**src/rtl/inst_queue.sv**
```systemverilog
// Circular instruction queue between fetch and decode/issue; buffers {inst, pc} pairs.
// Optional IQ_BYPASS_EN: an empty queue forwards a fetch push straight to issue in one edge.
module inst_queue #(
    parameter int unsigned IQ_DEPTH_LOG2 = 4,
    parameter int unsigned INST_W        = 32,
    parameter int unsigned ADDR_W        = 32
) (
    input  logic              clk,
    input  logic              rst,
    input  logic              rdy,
    input  logic              IF_inst_valid,
    input  logic [INST_W-1:0] IF_inst,
    input  logic [ADDR_W-1:0] IF_pc,
    output logic              IQ_queue_is_full,
    input  logic              Issue_stall,
    output logic              Issue_inst_valid,
    output logic [INST_W-1:0] Issue_inst,
    output logic [ADDR_W-1:0] Issue_pc,
    input  logic              ROB_jump_judge
);

    localparam int unsigned DEPTH = 1 << IQ_DEPTH_LOG2;
    localparam int unsigned CNT_W = IQ_DEPTH_LOG2 + 1;
    localparam int unsigned PTR_W = IQ_DEPTH_LOG2;

    typedef struct packed {
        logic [INST_W-1:0] inst;
        logic [ADDR_W-1:0] pc;
    } entry_t;

    entry_t             mem [DEPTH];
    logic [PTR_W-1:0]   head;
    logic [PTR_W-1:0]   tail;
    logic [CNT_W-1:0]   count;

    logic               bypass_c;
    logic               do_push_c;
    logic               do_pop_c;
    logic               wr_en_c;

    // One slot of headroom absorbs the push already in flight when fetch sees full.
    assign IQ_queue_is_full = (count >= CNT_W'(DEPTH - 1));

`ifdef IQ_BYPASS_EN
    assign bypass_c = IF_inst_valid && !Issue_stall && (count == '0);
`else
    assign bypass_c = 1'b0;
`endif

    assign do_push_c = IF_inst_valid && (count < CNT_W'(DEPTH)) && !bypass_c;
    assign do_pop_c  = !Issue_stall && (count != '0);
    assign wr_en_c   = !rst && rdy && !ROB_jump_judge && do_push_c;

    // Storage has no reset; contents are only read behind a non-zero count.
    always_ff @(posedge clk) begin
        if (wr_en_c) begin
            mem[tail] <= '{inst: IF_inst, pc: IF_pc};
        end
    end

    always_ff @(posedge clk) begin
        if (rst) begin
            head             <= '0;
            tail             <= '0;
            count            <= '0;
            Issue_inst_valid <= 1'b0;
            Issue_inst       <= '0;
            Issue_pc         <= '0;
        end else if (rdy) begin
            if (ROB_jump_judge) begin
                head             <= '0;
                tail             <= '0;
                count            <= '0;
                Issue_inst_valid <= 1'b0;
            end else begin
                if (do_push_c) begin
                    tail <= tail + PTR_W'(1);
                end
                // Pop reads the old head entry, never the one being written this edge.
                if (do_pop_c) begin
                    Issue_inst_valid <= 1'b1;
                    Issue_inst       <= mem[head].inst;
                    Issue_pc         <= mem[head].pc;
                    head             <= head + PTR_W'(1);
                end else if (bypass_c) begin
                    Issue_inst_valid <= 1'b1;
                    Issue_inst       <= IF_inst;
                    Issue_pc         <= IF_pc;
                end else begin
                    Issue_inst_valid <= 1'b0;
                end
                count <= count + CNT_W'(do_push_c) - CNT_W'(do_pop_c);
            end
        end
    end

    // A push into a completely full queue means fetch ignored the full flag.
    a_no_overflow: assert property (@(posedge clk) disable iff (rst)
        !(rdy && !ROB_jump_judge && IF_inst_valid && !bypass_c && (count == CNT_W'(DEPTH))));

endmodule

```
**config.mk**
```make
export PLATFORM = sky130hd
export DESIGN_NAME = inst_queue
export DESIGN_NICKNAME = d
export VERILOG_FILES = /design/src/rtl/inst_queue.sv
export SDC_FILE = /design/constraint.sdc
export NUM_CORES = 1
export LEC_CHECK = 0
export BUFFER_PORTS_ARGS = -buffer_cell sky130_fd_sc_hd__buf_4
export CAP_MARGIN = 10
export CORE_MARGIN = 3
export CORE_UTILIZATION = 44
export CTS_CLUSTER_DIAMETER = 50
export DETAILED_ROUTE_END_ITERATION = 10
export PLACE_DENSITY_LB_ADDON = 0.12
export SYNTH_ARGS = -nofsm -noshare
export SYNTH_HDL_FRONTEND = slang
export SYNTH_SLANG_ARGS = --single-unit
export TNS_END_PERCENT = 1
```
**constraint.sdc**
```tcl
create_clock -name clk -period 8.1 [get_ports clk]
set_input_delay 0.81 -clock clk [delete_from_list [all_inputs] [get_ports clk]]
set_output_delay 0.81 -clock clk [all_outputs]
set_load 0.03 [all_outputs]
```
Word-level counts from Yosys, hierarchy flattened
Memories as Yosys holds them, arrays and structs flattened. A register that Yosys moved wholly into a read port is not among the register bits.
Index checks and enable logic that the tools add are counted.
{ "word_totals": {"ram_bits": 1024, "inputBits": 70, "wordCells": 35, "n_memories": 1, "latch_bits": 0, "mem_bits_ro": 0, "out_inout_bits": 66, "regBits": 14} }
{ "classes": {"mul": 0, "mux": 9, "shift": 0, "addsub": 4, "eq_ne": 0, "reduce_logical": 14, "bitwise_logic": 1, "magnitude_cmp": 2, "div_mod_pow": 0} }
{ "memory_table": {"columns": ["memory", "words", "word_bits", "rd", "rd_ports_with_merged_regs", "write_ports", "line_no", "text"], "rows": [
  ["mem", 16, 64, 1, 1, 1, "31", "entry_t mem [DEPTH];"]
]} }
{ "op_table": {"columns": ["cell", "count"], "rows": [
  ["4-bit 2-to-1 mux", 4],
  ["4-bit by 1-bit adder with 4-bit output, second input constant", 2],
  ["5-bit by 1-bit adder with 5-bit output", 1],
  ["5-bit by 4-bit greater-or-equal comparator with 1-bit output, second input constant", 1],
  ["1-bit logical AND", 5],
  ["5-bit less-than comparator, second input constant", 1],
  ["5-bit 2-to-1 mux", 1],
  ["5-bit nonzero test", 1],
  ["5-bit by 1-bit subtractor with 5-bit output", 1],
  ["1-bit 2-to-1 mux", 4],
  ["2-bit AND reduction", 2],
  ["2-bit nonzero test", 2],
  ["1-bit zero test", 3],
  ["3-bit AND reduction", 1],
  ["1-bit inverter", 1]
]} }

Logic depth before layout (Yosys ltp)
{ "depth": {"depth_word": 6, "ltp_mapped": 13, "mapped_depth_nobuf": 13} }

Least setup slack after synthesis
OpenSTA, ideal clock, no wires.
{ "synth_timing": {"path_kind": "input-to-reg", "start": "input port ROB_jump_judge", "end": "memory mem[0][0] (netlist bit), enable pin", "path_slack_ps": 1540, "setup_time_ps": 565, "arrival_time_ps": 5995, "stages": 5, "path_cell_list": "buf_6 or3b_4 nor2_1 nand2_1 nor3_1"} }
{ "synth_between": {"elab_chain_len": 5} }
{ "synth_lines": {"columns": ["item", "line_no", "text"], "rows": [
  ["from (decl)", "19", "input logic ROB_jump_judge"],
  ["1-bit zero test", "52", "assign wr_en_c = !rst && rdy && !ROB_jump_judge && do_push_c;"],
  ["1-bit logical AND (2 in series)", "52", null],
  ["1-bit 2-to-1 mux", "56", "if (wr_en_c) begin"],
  ["1-bit 2-to-1 mux (not written as such)", "57", "mem[tail] <= '{inst: IF_inst, pc: IF_pc};"],
  ["to (decl)", "31", null]
]} }
No other way between the ends.

Worst setup path in the final report
{ "layout_timing": {"start": "register count[4]", "end": "memory mem[8][55] (netlist bit), enable pin"} }
{ "layout_between": {"elab_chain_len": 5} }
{ "layout_lines": {"columns": ["item", "line_no", "text"], "rows": [
  ["from (decl)", "34", "logic [CNT_W-1:0] count;"],
  ["from (signal assigned)", "92", "count <= count + CNT_W'(do_push_c) - CNT_W'(do_pop_c);"],
  ["5-bit less-than comparator", "50", "assign do_push_c = IF_inst_valid && (count < CNT_W'(DEPTH)) && !bypass_c;"],
  ["1-bit logical AND", "50", null],
  ["1-bit logical AND", "52", null],
  ["1-bit 2-to-1 mux", "56", null],
  ["1-bit 2-to-1 mux (not written as such)", "57", null]
]} }
No other way between the ends.

==> flow_metrics.env <==
export IMPL_syn_nets=1916
export IMPL_dp_slack_ns=3.86
export IMPL_synth_distinct_cells=41
export IMPL_cts_resized=0
export IMPL_numCtsBuffers=130
export IMPL_slew_headroom=0.249
export IMPL_grt_first_pass_wirelength_microns=135000
export IMPL_crit_path_start_kind="register"
export IMPL_syn_area_sq_um=42100
export IMPL_grt_use_total=0.187
export IMPL_grt_overflow=0
export IMPL_maxSlewViolCount=0
export IMPL_cp_max_fo=39
export IMPL_maxCapViolCount=0
export IMPL_post_route_drc_count=0
export IMPL_arrival_ns=3.95
export IMPL_layout_common_cells="edfxtp_1 (1024), mux4_2 (256), buf_4 (170)"
export IMPL_rsz0062_at_grt="false"
export IMPL_n_fill_cell=7352
export IMPL_start_util=0.447
export IMPL_slowest_delay_ns=0.94
export IMPL_status="finished, final reports clean"
export IMPL_synthesis_instances=1831
export IMPL_clockRootBuffer="clkbuf_16"
export IMPL_vias_per_cell=5.61
export IMPL_dieHeight_microns=315
export IMPL_fmax_mhz=275
export IMPL_worstMarginPinSlew_ns=1.12
export IMPL_power_per_cell_area_nw_per_um2=255
export IMPL_power_leakage_nw=15.1
export IMPL_routed_wl_microns=90900
export IMPL_ys_warn_count=0
export IMPL_hpwl_microns=47400
export IMPL_synth_top_area_cell="edfxtp_1"
export IMPL_clockBufferDepth=3
export IMPL_hold_violations=0
export IMPL_r2r_setup_slack_ns=4.46
export IMPL_cts_setup_buffers=0
export IMPL_postSynthAreaPerCell_sq_um=23.0
export IMPL_cp_slowest_cell="nor2_4"
export IMPL_hp_class="input pin to register"
export IMPL_nNetsFinal=2124
export IMPL_htreeDepth=4
export IMPL_synth_seq_area_share=0.767
export IMPL_critPathCaptureType="register"
export IMPL_clock_sinks=1102
export IMPL_period_share=0.450
export IMPL_fp_row_count=112
export IMPL_final_area_sq_um=49200
export IMPL_drt_first_pass_iters=6
export IMPL_place_area_sq_um=44700
export IMPL_ys_ff_latch=1102
export IMPL_cts_tree="built"
export IMPL_grt_max_degree=133
export IMPL_first_global_vias=20500
export IMPL_synth_top_area_frac=0.730
export IMPL_antenna_found_initial=5
export IMPL_area_growth_synth_to_final_pct=16.7
export IMPL_dieArea_sq_um=99500
export IMPL_drive_gt1_frac=0.330
export IMPL_routabilityCongestion=0.720
export IMPL_worst_slack_ns=4.46
export IMPL_vias=19000
export IMPL_path_clk_slew_ns=0.06
export IMPL_fin_skew_ns=0.0223
export IMPL_portBuffers=135
export IMPL_ys_top_cells_by_area="edfxtp_1 (73%), mux4_2 (14%), dfxtp_1 (3.7%), mux2i_1 (3.0%), o2bb2a_4 (2.8%)"
export IMPL_fin_crit_ns=3.64
export IMPL_crit_chain="nor2b_1, inv_1, nor2_1, nand2_1, nor2_4, buf_4"
export IMPL_die_w_microns=315
export IMPL_drtIter0Drc=1659
export IMPL_ios=136
export IMPL_core_area_sq_um=94200
export IMPL_final_common_cell="edfxtp_1"
export IMPL_worst_ep_required_time_ns=8.41
export IMPL_insertion_delay_ns=0.70
export IMPL_fin_total_pwr_mw=12.5
export IMPL_worstSetupPathType="register to register"
export IMPL_final_antenna_net_count=0
export IMPL_hold_buffers=0
export IMPL_tns_ns=0
export IMPL_worst_ir_drop_vdd_uv=172
export IMPL_setup_violations_final=0
export IMPL_avgRoutedWirePerCell_microns=26.8
-- cell type report --
type / instances / area (sq um) / area share
clock inverter: 63 / 900 / 0.0183
tap: 1254 / 1570 / 0.0319
inverter: 15 / 56.3 / 0.00114
antenna: 2 / 5.00 / 0.000102
multi-input combinational: 618 / 9420 / 0.191
sequential: 1102 / 32300 / 0.657
clock buffer: 170 / 3600 / 0.0732
timing repair buffer: 172 / 1320 / 0.0268
-- critical path, delay by kind of cell (launching register included) --
family,cells,cell delay [ns]
AND/OR/NAND/NOR,4,1.90
buffers and inverters,2,0.94
flip-flops,1,0.35
-- metrics by stage --
stage                     std cells  hold slack [ns]  utilization
final                          3396            0.400        0.522
after global routing           3395            0.360        0.522
after CTS                      3394            0.340        0.522
after detailed placement       3161            0.486        0.474
after global placement         3161            0.502        0.474
after floorplan                1831            0.490            -
-- routing by layer --
| metal | part of all wire | GRT usage |
|---|---|---|
| met1 | 0.44 | 0.266 |
| met2 | 0.49 | 0.298 |
| met3 | 0.050 | 0.0368 |
| met4 | 0.019 | 0.0505 |
| met5 | 0.00037 | 0 |
-- cell usage after synthesis (all sizes together) --
| library cell | n |
|---|---|
| a21o | 1 |
| dfxtp | 78 |
| nor2 | 22 |
| nand2b | 6 |
| mux2i | 128 |
| or4 | 1 |
| clkbuf | 35 |
| nor3 | 6 |
| clkinv | 2 |
| a21oi | 13 |
| inv | 13 |
| or4b | 2 |
| buf | 61 |
| edfxtp | 1024 |
| xnor2 | 1 |
| o32ai | 2 |
| a41oi | 1 |
| nor2b | 2 |
| or3b | 1 |
| nor4b | 1 |
| a2bb2oi | 1 |
| nand2 | 11 |
| fa | 1 |
| a32o | 1 |
| nand3 | 3 |
| mux4 | 256 |
| and3 | 2 |
| a31oi | 2 |
| ha | 14 |
| o2bb2a | 63 |
| nand3b | 1 |
| o21ai | 72 |
| o21a | 1 |
| a22oi | 3 |
-- sequential cells by signal, summed over array words and instances, names as in the netlist --
name	cells
Issue_inst_valid	1
Issue_inst	32
count	5
head	4
Issue_pc	32
tail	4
mem	1024
-- kinds of logic after synthesis --
| kind of cell | synth area share |
|---|---|
| flops | 0.767 |
| simple gates | 0.00689 |
| compound gates | 0.0417 |
| buf+inv | 0.0124 |
| mux | 0.167 |
| fa+ha+maj | 0.00463 |
| xor+xnor | 0.000208 |
-- worst paths after layout --
check	cells after the start	from	endpoint
worst max-delay path	6	count[4]$_SDFFE_PP0P_	mem[8][55]$_DFFE_PP_
worst min-delay path	2	rdy	count[3]$_SDFFE_PP0P_
worst max register to register	6	count[4]$_SDFFE_PP0P_	mem[8][55]$_DFFE_PP_
worst min register to register	2	Issue_inst_valid$_SDFFE_PP0P_	Issue_inst_valid$_SDFFE_PP0P_
-- power breakdown --
group / internal, mW / leakage (nW) / switching, mW
Clock: 3.81 / 2.19 / 2.22
Sequential: 6.23 / 9.84 / 0.0136
Combinational: 0.0970 / 3.05 / 0.163
Total: 10.1 / 15.1 / 2.40
No activity file was read; power rests on OpenSTA's default activity.
